--- config.mk ---
export PLATFORM = sky130hd
export DESIGN_NAME = resp_misr
export DESIGN_NICKNAME = d
export VERILOG_FILES = /design/src/rtl/resp_misr.sv
export SDC_FILE = /design/constraint.sdc
export NUM_CORES = 1
export LEC_CHECK = 0
export ABC_AREA = 0
export ABC_CLOCK_PERIOD_IN_PS = 2300
export CAP_MARGIN = 0
export CORE_MARGIN = 10
export CORE_UTILIZATION = 57
export CTS_BUF_LIST = sky130_fd_sc_hd__clkbuf_16
export CTS_CLUSTER_SIZE = 20
export DETAILED_ROUTE_END_ITERATION = 16
export DONT_BUFFER_PORTS = 1
export GPL_ROUTABILITY_DRIVEN = 1
export GPL_TIMING_DRIVEN = 0
export PLACE_DENSITY = 0.75
export SLEW_MARGIN = 20
export SYNTH_ARGS = -nofsm -noshare
export SYNTH_HDL_FRONTEND = slang
export SYNTH_SLANG_ARGS = --single-unit
--- constraint.sdc ---
create_clock -name clk -period 2.3 [get_ports clk]
set_clock_uncertainty 0.1 [all_clocks]
set_input_delay 0.46 -clock clk [delete_from_list [all_inputs] [get_ports clk]]
set_output_delay 0.46 -clock clk [all_outputs]
set_load 0.01 [all_outputs]
--- src/rtl/resp_misr.sv ---
// resp_misr: folds netlist response vectors into a MISR signature
// and compares the final value against a golden signature.
module resp_misr #(
  parameter int              WIDTH = 8,
  parameter int              SIG_W = 16,
  parameter logic [SIG_W-1:0] POLY = 16'h1021,
  parameter logic [SIG_W-1:0] SEED = 16'hFFFF
) (
  input  logic             clk,
  input  logic             rst_n,
  input  logic             start,
  input  logic [15:0]      num_vec,
  input  logic [SIG_W-1:0] golden,
  input  logic             in_valid,
  input  logic [WIDTH-1:0] in_data,
  output logic             in_ready,
  output logic             busy,
  output logic             done,
  output logic             pass,
  output logic [SIG_W-1:0] signature,
  output logic [15:0]      vec_count
);

  typedef enum logic [1:0] {
    IDLE,
    RUN,
    DONE
  } state_t;

  state_t           state;
  state_t           state_nxt;
  logic [15:0]      num_q;
  logic [SIG_W-1:0] golden_q;
  logic [SIG_W-1:0] data_ext;
  logic [SIG_W-1:0] sig_nxt;
  logic [15:0]      cnt_nxt;
  logic             beat;
  logic             last;
  logic             start_ok;

  assign in_ready = (state == RUN);
  assign busy     = (state == RUN);
  assign done     = (state == DONE);

  assign beat     = in_valid & in_ready;
  assign cnt_nxt  = vec_count + 16'd1;
  assign last     = beat & (cnt_nxt == num_q);
  assign start_ok = start & (state != RUN);

  always_comb begin
    data_ext = '0;
    data_ext[WIDTH-1:0] = in_data;
  end

  // Galois-style shift: msb out selects the polynomial feedback
  always_comb begin
    sig_nxt = {signature[SIG_W-2:0], 1'b0} ^ data_ext;
    if (signature[SIG_W-1]) begin
      sig_nxt = sig_nxt ^ POLY;
    end
  end

  always_comb begin
    state_nxt = state;
    unique case (state)
      IDLE, DONE: begin
        if (start) begin
          state_nxt = (num_vec == 16'd0) ? DONE : RUN;
        end
      end
      RUN: begin
        if (last) begin
          state_nxt = DONE;
        end
      end
      default: state_nxt = IDLE;
    endcase
  end

  always_ff @(posedge clk or negedge rst_n) begin
    if (!rst_n) begin
      state <= IDLE;
    end else begin
      state <= state_nxt;
    end
  end

  always_ff @(posedge clk or negedge rst_n) begin
    if (!rst_n) begin
      signature <= SEED;
      vec_count <= '0;
      pass      <= 1'b0;
      num_q     <= '0;
      golden_q  <= '0;
    end else if (start_ok) begin
      num_q     <= num_vec;
      golden_q  <= golden;
      signature <= SEED;
      vec_count <= '0;
      pass      <= (num_vec == 16'd0) && (golden == SEED);
    end else if (beat) begin
      signature <= sig_nxt;
      vec_count <= cnt_nxt;
      if (last) begin
        pass <= (sig_nxt == golden_q);
      end
    end
  end

endmodule

* Yosys cells after proc, flatten, opt, wreduce, memory -nomap -nowiden
Index checks and enable logic that the tools add are counted.
** Cells by class
- Eq/ne operators :: 8
- Multiplexer cells :: 12
- Reduce and logical (&&, ||, !) cells :: 8
- Add/sub/neg operators :: 1
- Bitwise logic cells :: 5
** Operators by type and width (count)
- $mux 16 :: 4
- $eq 16x16->1 :: 2
- $add 16x1->16 const B :: 1
- $eq 16x16->1 const B :: 1
- $logic_not 16->1 :: 1
- $xor 16x8->16 :: 1
- $mux 13 :: 1
- $mux 2 :: 3
- $ne 2x1->1 const B :: 2
- $pmux 2 s2 :: 1
- $reduce_and 2->1 :: 2
- $reduce_bool 2->1 :: 2
- $and 1x1->1 :: 3
- $mux 1 :: 3
- $not 3->3 :: 1
- $eq 2x1->1 const B :: 1
- $eq 2x2->1 const B :: 1
- $logic_not 2->1 :: 1
- $ne 2x2->1 const B :: 1
- $reduce_or 2->1 :: 1
- $logic_and 1x1->1 :: 1
** Storage, ports and cells
- Register bits after elaboration :: 67
- Word-level logic and storage cells :: 40
- Input bits :: 44
- Output and inout port bits :: 36

* Depth between registers and ports, before layout
- Word-level depth :: 7
- Gate-level depth with buffers :: 8
- Depth with buffers taken out :: 7

* Worst setup path before layout
No wires, ideal clock.
- Path type :: register to register
- Start point :: reg vec_count[0]
- End point :: reg pass
- Required time :: 2072 ps
- Path slack :: -267 ps
- Path buffers :: 1
- Period minus slack after synthesis :: 2567 ps
- Library setup time :: 128 ps
- Cell stages (with the launch flop) :: 9
- Data arrival time :: 2340 ps
- Cell sequence :: dfrtp_1 -> ha_1 -> nand3_2 -> or4_1 -> buf_2 -> xnor2_2 -> nor3_1 -> a41oi_1 -> mux2_1
** On the way
- Word-level cells in the longest chain between the ends :: 5
** RTL lines
- start: declaration :: RTL line 21 : output logic [15:0] vec_count
- start signal: assignment :: RTL line 103 : vec_count <= cnt_nxt;
- $add 16x1->16 :: RTL line 46 : assign cnt_nxt = vec_count + 16'd1;
- $eq 16x16->1 :: RTL line 47 : assign last = beat & (cnt_nxt == num_q);
- $and 1x1->1 :: RTL line 47
- $reduce_bool 2->1 (no line)
- $reduce_and 2->1 (no line)
- end signal: assignment :: RTL line 100 : pass <= (num_vec == 16'd0) && (golden == SEED);
- end signal: assignment :: RTL line 105 : pass <= (sig_nxt == golden_q);
- end: declaration :: RTL line 19 : output logic pass,
No other way between the ends.
A chain may end at the register's enable or synchronous reset.

* Worst setup path after layout
- Start point :: reg vec_count[11]
- End point :: reg pass
Same word-level chain as after synthesis.

==> out/metrics.yaml <==
cells_and_area:
  seqCellArea_um2: 1700
  layout-drive-gt1-share_pct: 17.2
  final_common_cell: "nand2_1"
  final_cell_mix: "124 x nand2_1, 47 x dfrtp_1, 27 x xnor2_1"
  num_antenna_cells: 0
  fillers: 483
  final_area_um2: 4200
  num-nets-final: 465
  multi_input_area_um2: 1860
  area_delta_synth_final_pct: 16.7
setup_path:
  crit_arrival_ps: 2540
  path_common_cell: "nor4_4"
  cp_cell_sequence: "clkbuf_4 > nand4_1 > nor4_4 > xnor2_2 > nor4_4 > a41oi_2 > mux2_4"
  critPathMaxFanout: 7
  slowest_delay_ps: 430
  cp_slowest_cell: "nor4_4"
  worstSetupPathType: "reg2reg"
  cp-end-kind: "flip-flop"
  start_kind: "flip-flop"
  cp_data_required_time_ps: 2410
worst_hold_path:
  worstHoldPathType: "in2reg"
power:
  p_seq_share_pct: 44.3
  ir_worst_vdd_mv: 0.660
  p_per_area_nw_per_um2: 1130
  clkPwrFrac_pct: 30.1
  switchingPower_mw: 1.61
  p_leak_nw: 1.81
  p_comb_share_pct: 25.6
  swShare_pct: 34.0
  power.internal_mw: 3.14
run_status:
  status: "complete, but fails checks"
  violations: "negative setup slack"
timing:
  timing.final.ws_setup_ps: -129
  maxSlewViolCount: 0
  tns_ps: -218
  worstMarginPinSlew_ps: 555
  min_period_ps: 2430
  grt_setup_unrepaired: "true"
  period_share_pct: 106
  finalSetupViolCount: 2
  hold_violations: 0
  fmax_ghz: 0.412
  slew_headroom_pct: 63.0
routing:
  drt_iter0_markers: 255
  routedWlPerCell_um: 19.7
  drt-total-wl_mm: 9.86
  drc_errors: 0
  final_antenna_net_count: 0
  vias: 2984
  via_per_inst: 5.97
  first_pass_iters: 5
placed_design:
  place_congestion: 0.878
  placed_area_um2: 3730
  portBuffers: 0
  hpwl_mm: 6.96
yosys:
  synth_cell_types: 50
  syn_nets: 446
  synth_cells: 401
  synth_warnings: 0
  synth_enable_flop_cells: 0
  synth_area_per_cell_um2: 8.98
  ys_seq_elements: 67
  synth_seq_area_share_pct: 47.1
  synthesis.area_um2: 3600
  synth_flop_cell: "dfrtp_1"
  synthArstFlopShare_pct: 100
global_routing:
  grt_overflow: 0
  antenna_found_initial: 0
  grt_usage_pct: 20.1
  grt_pass1_wl_mm: 16.0
  grt_pass1_vias: 2922
  grt_max_degree: 68
clock_tree:
  cts_buffer_depth: 2
  root_buffer: "clkbuf_16"
  tritoncts: "done"
  clkLatencyLatePin_ps: 330
  htree_levels: 3
  numCtsBuffers: 9
  path_clk_slew_ps: 50
  clock_sinks: 67
job:
  max_cap_viol_count: 0
die:
  dieArea_um2: 9900
  rows: 28
  chipWidth_um: 99.5
  coreArea_um2: 6030
  initial_core_util_pct: 59.8
  die_y_um: 99.5
  ios: 80
-- final cells by class --
cell class	instances	share of cell area, %
Timing Repair Buffer	10	2.44
Buffer	23	2.83
Sequential cell	67	40.5
Clock inverter	7	2.02
Inverter	3	0.268
Clock buffer	9	5.36
Tap cell	75	2.23
Multi-Input combinational cell	306	44.4
-- Yosys cell counts (all sizes together), types with 2 or more instances --
library cell,count,area [um2]
o31ai,2,15.0
nand2,125,469
nor3b,2,15.0
buf,12,65.1
o22a,11,96.3
nor4,11,111
dfrtp,51,1280
and3,2,12.5
nand4,13,87.6
a31oi,2,12.5
and2,2,12.5
nor2b,3,18.8
nor3,6,30.0
or4,2,15.0
o41ai,2,17.5
a21oi,4,20.0
o211ai,3,22.5
clkbuf,13,50.0
nor2,14,52.6
o21ai,24,120
nand3b,2,15.0
inv,3,11.3
xor2,20,175
or2,2,12.5
a21o,2,15.0
nand3,10,55.1
xnor2,29,262
dfstp,16,420
-- worst max-delay path: cells and delay by family, from the launching register on --
| family | cells | cell delay (ps) |
|---|---|---|
| AOI/OAI and AO/OA | 1 | 190 |
| xor gates and xnor gates | 1 | 130 |
| buffers and inverters | 1 | 220 |
| DFF | 1 | 390 |
| muxes | 1 | 330 |
| and+or+nand+nor | 3 | 960 |
-- through the flow --
step           setup WS, ps  std cells  total power, mW  hold WS, ps  utilization [%]
2_1_floorplan         -28.6        401             2.90         64.4                -
3_3_place_gp           -263        476             3.15         67.6             61.9
3_5_place_dp           -272        476             3.21         68.4             61.9
4_1_cts                -128        496             4.70          127             68.3
5_1_grt                -223        500             5.03          131             69.7
6_report               -129        500             4.75          133             69.7
-- power groups by stage --
| stage | Clock, mW | Combinational [mW] | Sequential, mW |
|---|---|---|---|
| final | 1.43 | 1.22 | 2.10 |
| after global placement | 0 | 1.05 | 2.10 |
| after CTS | 1.44 | 1.16 | 2.10 |
| after detailed placement | 0 | 1.10 | 2.12 |
| after global routing | 1.51 | 1.37 | 2.15 |
| after floorplan | 0 | 0.931 | 1.97 |
-- cell families after synthesis --
kind of cell,share of synthesized area [%]
AND/OR/NAND/NOR,26.3
flip-flops,47.1
AO/OA/AOI/OAI,10.0
XOR/XNOR,12.1
buffers and inverters,3.51
multiplexers,0.591
adder cells (fa/ha/maj),0.347
-- what timing repair did --
action,in CTS,in global routing
setup buffers,4,4
pin swaps,5,7
gates resized for setup,5,20
hold buffers,2,0
setup endpoints to repair,27,17
endpoints found under the hold margin,67,0
-- worst paths after layout --
check | endpoint | cells after the start | slack, ps | startpoint
max | pass | 7 | -130 | vec_count[11]
min | golden_q[8] | 2 | 130 | golden[8]
max reg2reg | pass | 7 | -130 | vec_count[11]
min reg2reg | golden_q[3] | 2 | 400 | golden_q[3]
max in group asynchronous | signature[2] | 2 | 1190 | rst_n
min in group asynchronous | golden_q[7] | 2 | 610 | rst_n
-- per-layer routing --
metal | vias to the layer above | wire length [um] | global-route usage (%)
li1 | 1402 | - | -
met1 | 1427 | 4280 | 26.7
met2 | 138 | 4370 | 29.0
met3 | 17 | 1050 | 7.47
met4 | 0 | 163 | 7.50
met5 | - | 0 | 0
-- flip-flops by register name (all words and copies together) (netlist names) --
signal     count
num_q         16
pass           1
golden_q      16
vec_count     16
signature     16
state          2
Power figures use the tool's default switching activity.
